[config.mk]
export PLATFORM = sky130hd
export DESIGN_NAME = parking_slot_access_manager_flat
export DESIGN_NICKNAME = d
export VERILOG_FILES = /design/src/rtl/parking_slot_access_manager_if.sv /design/src/rtl/parking_slot_access_manager.sv /design/src/flat_wrapper.sv
export SDC_FILE = /design/constraint.sdc
export NUM_CORES = 1
export LEC_CHECK = 0
export ABC_AREA = 1
export CORE_ASPECT_RATIO = 0.75
export CORE_MARGIN = 3
export CORE_UTILIZATION = 43
export DETAILED_ROUTE_END_ITERATION = 16
export PLACE_DENSITY = 0.77
export SLEW_MARGIN = 40
export SYNTH_ARGS = -nofsm -noshare
export SYNTH_HDL_FRONTEND = slang
export SYNTH_SLANG_ARGS = --single-unit
[constraint.sdc]
create_clock -name clock -period 1.6 [get_ports clock]
set_input_delay 0.24 -clock clock [delete_from_list [all_inputs] [get_ports clock]]
set_output_delay 0.24 -clock clock [all_outputs]
set_load 0.005 [all_outputs]
[src/rtl/parking_slot_access_manager_if.sv]
// Front-end / billing bus of the parking slot access manager.
// The master drives the request side and the slave returns registration status and the slot map.
interface parking_slot_access_manager_if #(
  parameter int unsigned TOKEN_W = 3,
  parameter int unsigned TIME_W  = 8,
  parameter int unsigned N_SLOTS = 4
);
  localparam int unsigned SLOT_W = $clog2(N_SLOTS);

  logic               request;
  logic               confirm;
  logic [TOKEN_W-1:0] system_token;
  logic [TOKEN_W-1:0] user_token;
  logic [TIME_W-1:0]  time_data;
  logic               release_valid;
  logic [SLOT_W-1:0]  release_slot;
  logic               reg_p;
  logic               reg_q;
  logic               granted;
  logic [SLOT_W-1:0]  slot_id;
  logic               denied;
  logic               locked;
  logic               full;
  logic [N_SLOTS-1:0] occupancy;

  modport master (
    output request, confirm, system_token, user_token, time_data, release_valid, release_slot,
    input  reg_p, reg_q, granted, slot_id, denied, locked, full, occupancy
  );

  modport slave (
    input  request, confirm, system_token, user_token, time_data, release_valid, release_slot,
    output reg_p, reg_q, granted, slot_id, denied, locked, full, occupancy
  );
endinterface

[src/rtl/parking_slot_access_manager.sv]
// Token-verified slot registration controller with peak/normal classification and slot release.
// Define SAM_LOCKOUT_EN to enable the retry counter and LOCKOUT state.
module parking_slot_access_manager #(
  parameter int unsigned        TOKEN_W     = 3,
  parameter int unsigned        TIME_W      = 8,
  parameter int unsigned        N_SLOTS     = 4,
  parameter logic [TIME_W-1:0]  PEAK_START  = 8'hF0,
  parameter int unsigned        TIMEOUT_CYC = 16
`ifdef SAM_LOCKOUT_EN
  ,
  parameter int unsigned        MAX_RETRY   = 3
`endif
) (
  input logic clock,
  input logic reset,
  parking_slot_access_manager_if.slave bus
);
  localparam int unsigned SLOT_W = $clog2(N_SLOTS);
  localparam int unsigned TMR_W  = $clog2(TIMEOUT_CYC + 1);
  localparam logic [TMR_W-1:0] TMR_LAST = TMR_W'(TIMEOUT_CYC - 1);
`ifdef SAM_LOCKOUT_EN
  localparam int unsigned RETRY_W = $clog2(MAX_RETRY + 1);
  localparam logic [RETRY_W-1:0] RETRY_MAX = RETRY_W'(MAX_RETRY);
`endif

  typedef enum logic [2:0] {
    S_IDLE, S_WAIT, S_VERIFIED, S_COMMIT, S_DENIED, S_LOCKOUT
  } state_t;

  state_t             state_q, state_d;
  logic [TMR_W-1:0]   timer_q, timer_d;
  logic               reg_p_q, reg_p_d;
  logic               reg_q_q, reg_q_d;
  logic               granted_q, granted_d;
  logic               denied_q, denied_d;
  logic [SLOT_W-1:0]  slot_id_q, slot_id_d;
  logic [N_SLOTS-1:0] occ_q, occ_d;
  logic [N_SLOTS-1:0] grant_mask, rel_mask;
  logic [SLOT_W-1:0]  free_idx;
  logic               map_full, token_ok, peak;
`ifdef SAM_LOCKOUT_EN
  logic [RETRY_W-1:0] retry_q, retry_d;
  logic               locked_q;
`endif

  assign map_full = &occ_q;
  assign token_ok = (bus.user_token == bus.system_token);
  assign peak     = (bus.time_data >= PEAK_START);

  // Lowest-index free slot in the pre-release map
  always_comb begin : free_search
    logic found;
    found    = 1'b0;
    free_idx = '0;
    for (int i = 0; i < int'(N_SLOTS); i++) begin
      if (!found && !occ_q[i]) begin
        free_idx = SLOT_W'(i);
        found    = 1'b1;
      end
    end
  end

  // Releases only clear bits that are currently set and in range
  always_comb begin : release_decode
    rel_mask = '0;
    if (bus.release_valid && (32'(bus.release_slot) < N_SLOTS))
      rel_mask[bus.release_slot] = occ_q[bus.release_slot];
  end

  always_comb begin : fsm_next
    state_d    = state_q;
    timer_d    = '0;
    reg_p_d    = 1'b0;
    reg_q_d    = 1'b0;
    granted_d  = 1'b0;
    slot_id_d  = '0;
    grant_mask = '0;
`ifdef SAM_LOCKOUT_EN
    retry_d    = retry_q;
`endif
    if (state_q != S_LOCKOUT && !bus.request) begin
      state_d = S_IDLE;
    end else begin
      case (state_q)
        S_IDLE: state_d = map_full ? S_DENIED : S_WAIT;
        S_WAIT: begin
          if (bus.confirm) begin
            if (token_ok) begin
              state_d = S_VERIFIED;
`ifdef SAM_LOCKOUT_EN
              retry_d = '0;
`endif
            end else begin
              state_d = S_DENIED;
`ifdef SAM_LOCKOUT_EN
              if (retry_q == RETRY_MAX) state_d = S_LOCKOUT;
              else                      retry_d = retry_q + 1'b1;
`endif
            end
          end else if (timer_q == TMR_LAST) begin
            state_d = S_DENIED;
          end else begin
            timer_d = timer_q + 1'b1;
          end
        end
        S_VERIFIED: begin
          if (!bus.confirm) begin
            state_d = S_WAIT;
          end else if (map_full) begin
            state_d = S_DENIED;
          end else begin
            state_d              = S_COMMIT;
            grant_mask[free_idx] = 1'b1;
            slot_id_d            = free_idx;
            reg_p_d              = peak;
            reg_q_d              = !peak;
            granted_d            = 1'b1;
          end
        end
        S_COMMIT: begin
          reg_p_d   = reg_p_q;
          reg_q_d   = reg_q_q;
          slot_id_d = slot_id_q;
        end
        S_DENIED: state_d = S_DENIED;
`ifdef SAM_LOCKOUT_EN
        // Exit needs TIMEOUT_CYC consecutive request-low cycles
        S_LOCKOUT: begin
          if (bus.request) begin
            timer_d = '0;
          end else if (timer_q == TMR_LAST) begin
            state_d = S_IDLE;
            retry_d = '0;
          end else begin
            timer_d = timer_q + 1'b1;
          end
        end
`endif
        default: state_d = S_IDLE;
      endcase
    end
    denied_d = (state_d == S_DENIED);
    occ_d    = (occ_q & ~rel_mask) | grant_mask;
  end

  always_ff @(posedge clock) begin
    if (reset) begin
      state_q   <= S_IDLE;
      timer_q   <= '0;
      reg_p_q   <= 1'b0;
      reg_q_q   <= 1'b0;
      granted_q <= 1'b0;
      denied_q  <= 1'b0;
      slot_id_q <= '0;
      occ_q     <= '0;
`ifdef SAM_LOCKOUT_EN
      retry_q   <= '0;
      locked_q  <= 1'b0;
`endif
    end else begin
      state_q   <= state_d;
      timer_q   <= timer_d;
      reg_p_q   <= reg_p_d;
      reg_q_q   <= reg_q_d;
      granted_q <= granted_d;
      denied_q  <= denied_d;
      slot_id_q <= slot_id_d;
      occ_q     <= occ_d;
`ifdef SAM_LOCKOUT_EN
      retry_q   <= retry_d;
      locked_q  <= (state_d == S_LOCKOUT);
`endif
    end
  end

  assign bus.reg_p     = reg_p_q;
  assign bus.reg_q     = reg_q_q;
  assign bus.granted   = granted_q;
  assign bus.slot_id   = slot_id_q;
  assign bus.denied    = denied_q;
  assign bus.full      = map_full;
  assign bus.occupancy = occ_q;
`ifdef SAM_LOCKOUT_EN
  assign bus.locked    = locked_q;
`else
  assign bus.locked    = 1'b0;
`endif
endmodule
[src/flat_wrapper.sv]
// flat-port wrapper written by rule: the top's interface ports become plain ports
module parking_slot_access_manager_flat 
#(
  parameter int unsigned        TOKEN_W     = 3,
  parameter int unsigned        TIME_W      = 8,
  parameter int unsigned        N_SLOTS     = 4,
  parameter logic [TIME_W-1:0]  PEAK_START  = 8'hF0,
  parameter int unsigned        TIMEOUT_CYC = 16

)
  (clock, reset, bus_request, bus_confirm, bus_system_token, bus_user_token, bus_time_data, bus_release_valid, bus_release_slot, bus_reg_p, bus_reg_q, bus_granted, bus_slot_id, bus_denied, bus_locked, bus_full, bus_occupancy);
  parking_slot_access_manager_if #(.TOKEN_W(TOKEN_W), .TIME_W(TIME_W), .N_SLOTS(N_SLOTS)) bus_i ();
  input logic clock;
  input logic reset;
  input wire logic [$bits(bus_i.request)-1:0] bus_request;
  input wire logic [$bits(bus_i.confirm)-1:0] bus_confirm;
  input wire logic [$bits(bus_i.system_token)-1:0] bus_system_token;
  input wire logic [$bits(bus_i.user_token)-1:0] bus_user_token;
  input wire logic [$bits(bus_i.time_data)-1:0] bus_time_data;
  input wire logic [$bits(bus_i.release_valid)-1:0] bus_release_valid;
  input wire logic [$bits(bus_i.release_slot)-1:0] bus_release_slot;
  output wire logic [$bits(bus_i.reg_p)-1:0] bus_reg_p;
  output wire logic [$bits(bus_i.reg_q)-1:0] bus_reg_q;
  output wire logic [$bits(bus_i.granted)-1:0] bus_granted;
  output wire logic [$bits(bus_i.slot_id)-1:0] bus_slot_id;
  output wire logic [$bits(bus_i.denied)-1:0] bus_denied;
  output wire logic [$bits(bus_i.locked)-1:0] bus_locked;
  output wire logic [$bits(bus_i.full)-1:0] bus_full;
  output wire logic [$bits(bus_i.occupancy)-1:0] bus_occupancy;
  assign bus_i.request = bus_request;
  assign bus_i.confirm = bus_confirm;
  assign bus_i.system_token = bus_system_token;
  assign bus_i.user_token = bus_user_token;
  assign bus_i.time_data = bus_time_data;
  assign bus_i.release_valid = bus_release_valid;
  assign bus_i.release_slot = bus_release_slot;
  assign bus_reg_p = bus_i.reg_p;
  assign bus_reg_q = bus_i.reg_q;
  assign bus_granted = bus_i.granted;
  assign bus_slot_id = bus_i.slot_id;
  assign bus_denied = bus_i.denied;
  assign bus_locked = bus_i.locked;
  assign bus_full = bus_i.full;
  assign bus_occupancy = bus_i.occupancy;
  parking_slot_access_manager #(.TOKEN_W(TOKEN_W), .TIME_W(TIME_W), .N_SLOTS(N_SLOTS), .PEAK_START(PEAK_START), .TIMEOUT_CYC(TIMEOUT_CYC)) u_core (.clock(clock), .reset(reset), .bus(bus_i));
endmodule
==> metrics.md <==
| Metric | Value |
|---|---|
| Via count | `932` |
| Fin. Hold Viols | `0` |
| Share of cells above drive strength 1 | `0.151` |
| Routability congestion estimate from global placement | `0.857` |
| CTS sink cnt | `18` |
| Setup-failing EPs final | `0` |
| Vias per inst | `4.80` |
| Die Y | `46.2 µm` |
| Slowest CP cell | `clkdlybuf4s50_1` |
| Sequential element share of the synthesized area | `0.389` |
| Max Cap Viol | `0` |
| Post-layout min period | `1510 ps` |
| Synth area leaders | `dfxtp_1 39%, nand2_1 13%, inv_1 10%` |
| TritonCTS clock tree | `yes` |
| WL final | `2.19 mm` |
| H-tree depth | `1` |
| Crit path to | `bus_occupancy[1]` |
| Crit Reg-Reg Endpoint | `u_core.state_q[0]$_SDFF_PP0_` |
| Pre-CTS WS | `94.9 ps` |
| Reg-to-reg critical path startpoint | `u_core.timer_q[0]$_SDFF_PP0_` |
| Final net count | `197` |
| Synth Area per Inst | `6.76 µm²` |
| Largest net degree at the start of global routing | `10` |
| Post-synth top cells | `32 x nand2_1, 25 x inv_1, 19 x nor2_1, 18 x dfxtp_1, 10 x nand3_1` |
| Clk slew on worst S/H paths | `100 ps` |
| Initial antenna violation count | `0` |
| Crit Path Category | `register to primary output` |
| Top-area cell type share of the netlist area | `0.389` |
| Leakage power | `0.614 nW` |
| Die Span X | `59.6 µm` |
| Top_reg_cell synth | `dfxtp_1` |
| Core Rows | `13` |
| Warnings, synthesis | `0` |
| Final Core Density | `0.688` |
| Non-Filler Instances | `194` |
| Count leader, synth | `nand2_1` |
| Reg2Reg Depth | `11` |
| Netlist cell types | `24` |
| Hold Crit Class | `register to register` |
| Syn_nets | `160` |
| 1st-iter DRT viols | `14` |
| Critical path depth in cells | `2` |
| Clock Tree Buf Depth | `2` |
| Final period util | `0.941` |
| DP HPWL | `1.79 mm` |
| Worst IR Drop VDD | `0.508 mV` |
| Root Driver | `clkbuf_4` |
| Core area | `0.00189 mm²` |
| Synthesized area | `926 µm²` |
| Placed cells | `188` |
| Synth-to-Final Area Change | `40.1%` |
| I/O Buffers | `27` |
| Drt first pass iters | `4` |
| Setup WS post-layout | `94.8 ps` |
| CP Max Fanout | `4` |
| Synth Register Bits | `18` |
| FFs w/ async S/R, synth | `0` |
| Endpoint class of the critical path | `primary output` |
| Overall Global Routing Usage | `0.177` |
| Crit path max-delay family | `buffers and inverters` |
| CTS Buf Count | `3` |
| Initial Utilization | `0.491` |
| Area leader, netlist | `dfxtp_1` |
| Die Area | `0.00275 mm²` |
| Startpoint class of the critical path | `register` |
| WP buf/inv | `2` |
| Post-route DRC | `0` |
| Clock skew | `3.62 ps` |
| CP Launch Point | `u_core.bus.occupancy[1]$_SDFF_PP0_` |
| EDFF count, synth | `0` |
| Routed Antenna Nets | `0` |
| Area of the multi-input gates | `460 µm²` |
| GR Overflow Total | `0` |
| Antenna Cells | `0` |
| CP Cell Sequence | `buf_4 -> clkdlybuf4s50_1` |
| Post-CTS Hold Fix Bufs | `0` |
| CP max stage delay | `500 ps` |
| Vias in the first global route | `882` |
| Crit path arrival time | `1270 ps` |
| WP data required | `1360 ps` |
| Synthesized instance count | `137` |
| Fmax | `664 MHz` |
| Global-route wire length before repair | `3.51 mm` |
| Fill cells | `173` |
| Worst-Skew Late Latency | `290 ps` |
| Register area | `364 µm²` |
| WL/cell | `11.3 µm` |
| Max Slew Vio Count | `0` |
| Power per cell area | `600 mW/mm²` |
| Status | `completed` |
| Reg-to-reg setup timing slack | `160 ps` |
| Num ports | `33` |
cell usage in the layout, fill, tap and decap left out, drive strengths merged:
cell	count
o21bai	1
clkbuf	3
dfxtp	18
xor2	1
nand3	10
nor2	22
nor3	3
nand2	34
dlymetal6s2s	1
nand4	2
inv	28
conb	1
buf	6
o31ai	3
o21ai	4
a21oi	7
clkdlybuf4s50	26
ha	2
layout make-up:
class | instances | share of cell area
clock buffer | 3 | 0.0174
multi-input combinational | 90 | 0.355
sequential | 18 | 0.281
tap | 22 | 0.0212
inverter | 28 | 0.0810
timing repair buffer | 33 | 0.245
sequential cells by signal, indices dropped and copies added, names as in the netlist:
name and cells:
u_core.timer_q 5, u_core.bus.occupancy 4, u_core.state_q 3, u_core.bus.slot_id 2, u_core.bus.denied 1, u_core.bus.granted 1
u_core.bus.reg_p 1, u_core.bus.reg_q 1
worst min-delay path by stage:
stage,startpoint,to,depth (start not counted)
floorplan,reset,u_core.bus.occupancy[1]$_SDFF_PP0_,1
global placement,u_core.timer_q[0]$_SDFF_PP0_,u_core.timer_q[0]$_SDFF_PP0_,1
detailed placement,u_core.bus.reg_q$_SDFFE_PP0P_,u_core.bus.reg_q$_SDFFE_PP0P_,2
CTS,u_core.bus.reg_q$_SDFFE_PP0P_,u_core.bus.reg_q$_SDFFE_PP0P_,2
global route,u_core.bus.slot_id[0]$_SDFFE_PP0P_,u_core.bus.slot_id[0]$_SDFFE_PP0P_,2
finish,u_core.timer_q[0]$_SDFF_PP0_,u_core.timer_q[0]$_SDFF_PP0_,1
routing by layer:
metal | global-route usage | wire length (µm) | vias to the layer above
met1 | 0.181 | 959 | 410
met2 | 0.327 | 1030 | 29
met5 | 0 | 0 | -
met3 | 0.0560 | 167 | 4
li1 | - | - | 489
met4 | 0.0929 | 28 | 0
repair_timing:
action	in CTS	in global routing
setup endpoints to repair	1	7
hold endpoints to repair	0	0
resized for setup	3	4
buffers inserted	3	0
pin swaps	1	1
kinds of logic after synthesis:
kind of cell / after synthesis / synth area share
compound gates: 15 / 0.108
other cells: 1 / 0.00405
buf+inv: 29 / 0.122
flops: 18 / 0.389
xor+xnor: 1 / 0.00946
fa+ha+maj: 2 / 0.0270
simple gates: 71 / 0.341
stage by stage:
step / total power [W] / hold WS [ps] / TNS [ps] / cell area [µm²]
6_report: 0.000779 / 453 / 0 / 1300
5_1_grt: 0.000815 / 488 / -0.143 / 1300
4_1_cts: 0.000780 / 454 / 0 / 1290
3_5_place_dp: 0.000566 / 438 / 0 / 1240
3_3_place_gp: 0.000561 / 435 / 0 / 1240
2_1_floorplan: 0.000510 / 309 / 0 / 926
report_power, final:
part | total [W] | leakage (nW) | internal, W | switching (W)
logic | 0.000103 | 0.453 | 0.0000545 | 0.0000485
clock network | 0.000222 | 0.0138 | 0.0000876 | 0.000135
registers | 0.000454 | 0.147 | 0.000451 | 0.00000263
(Power assumes the default switching activity.)
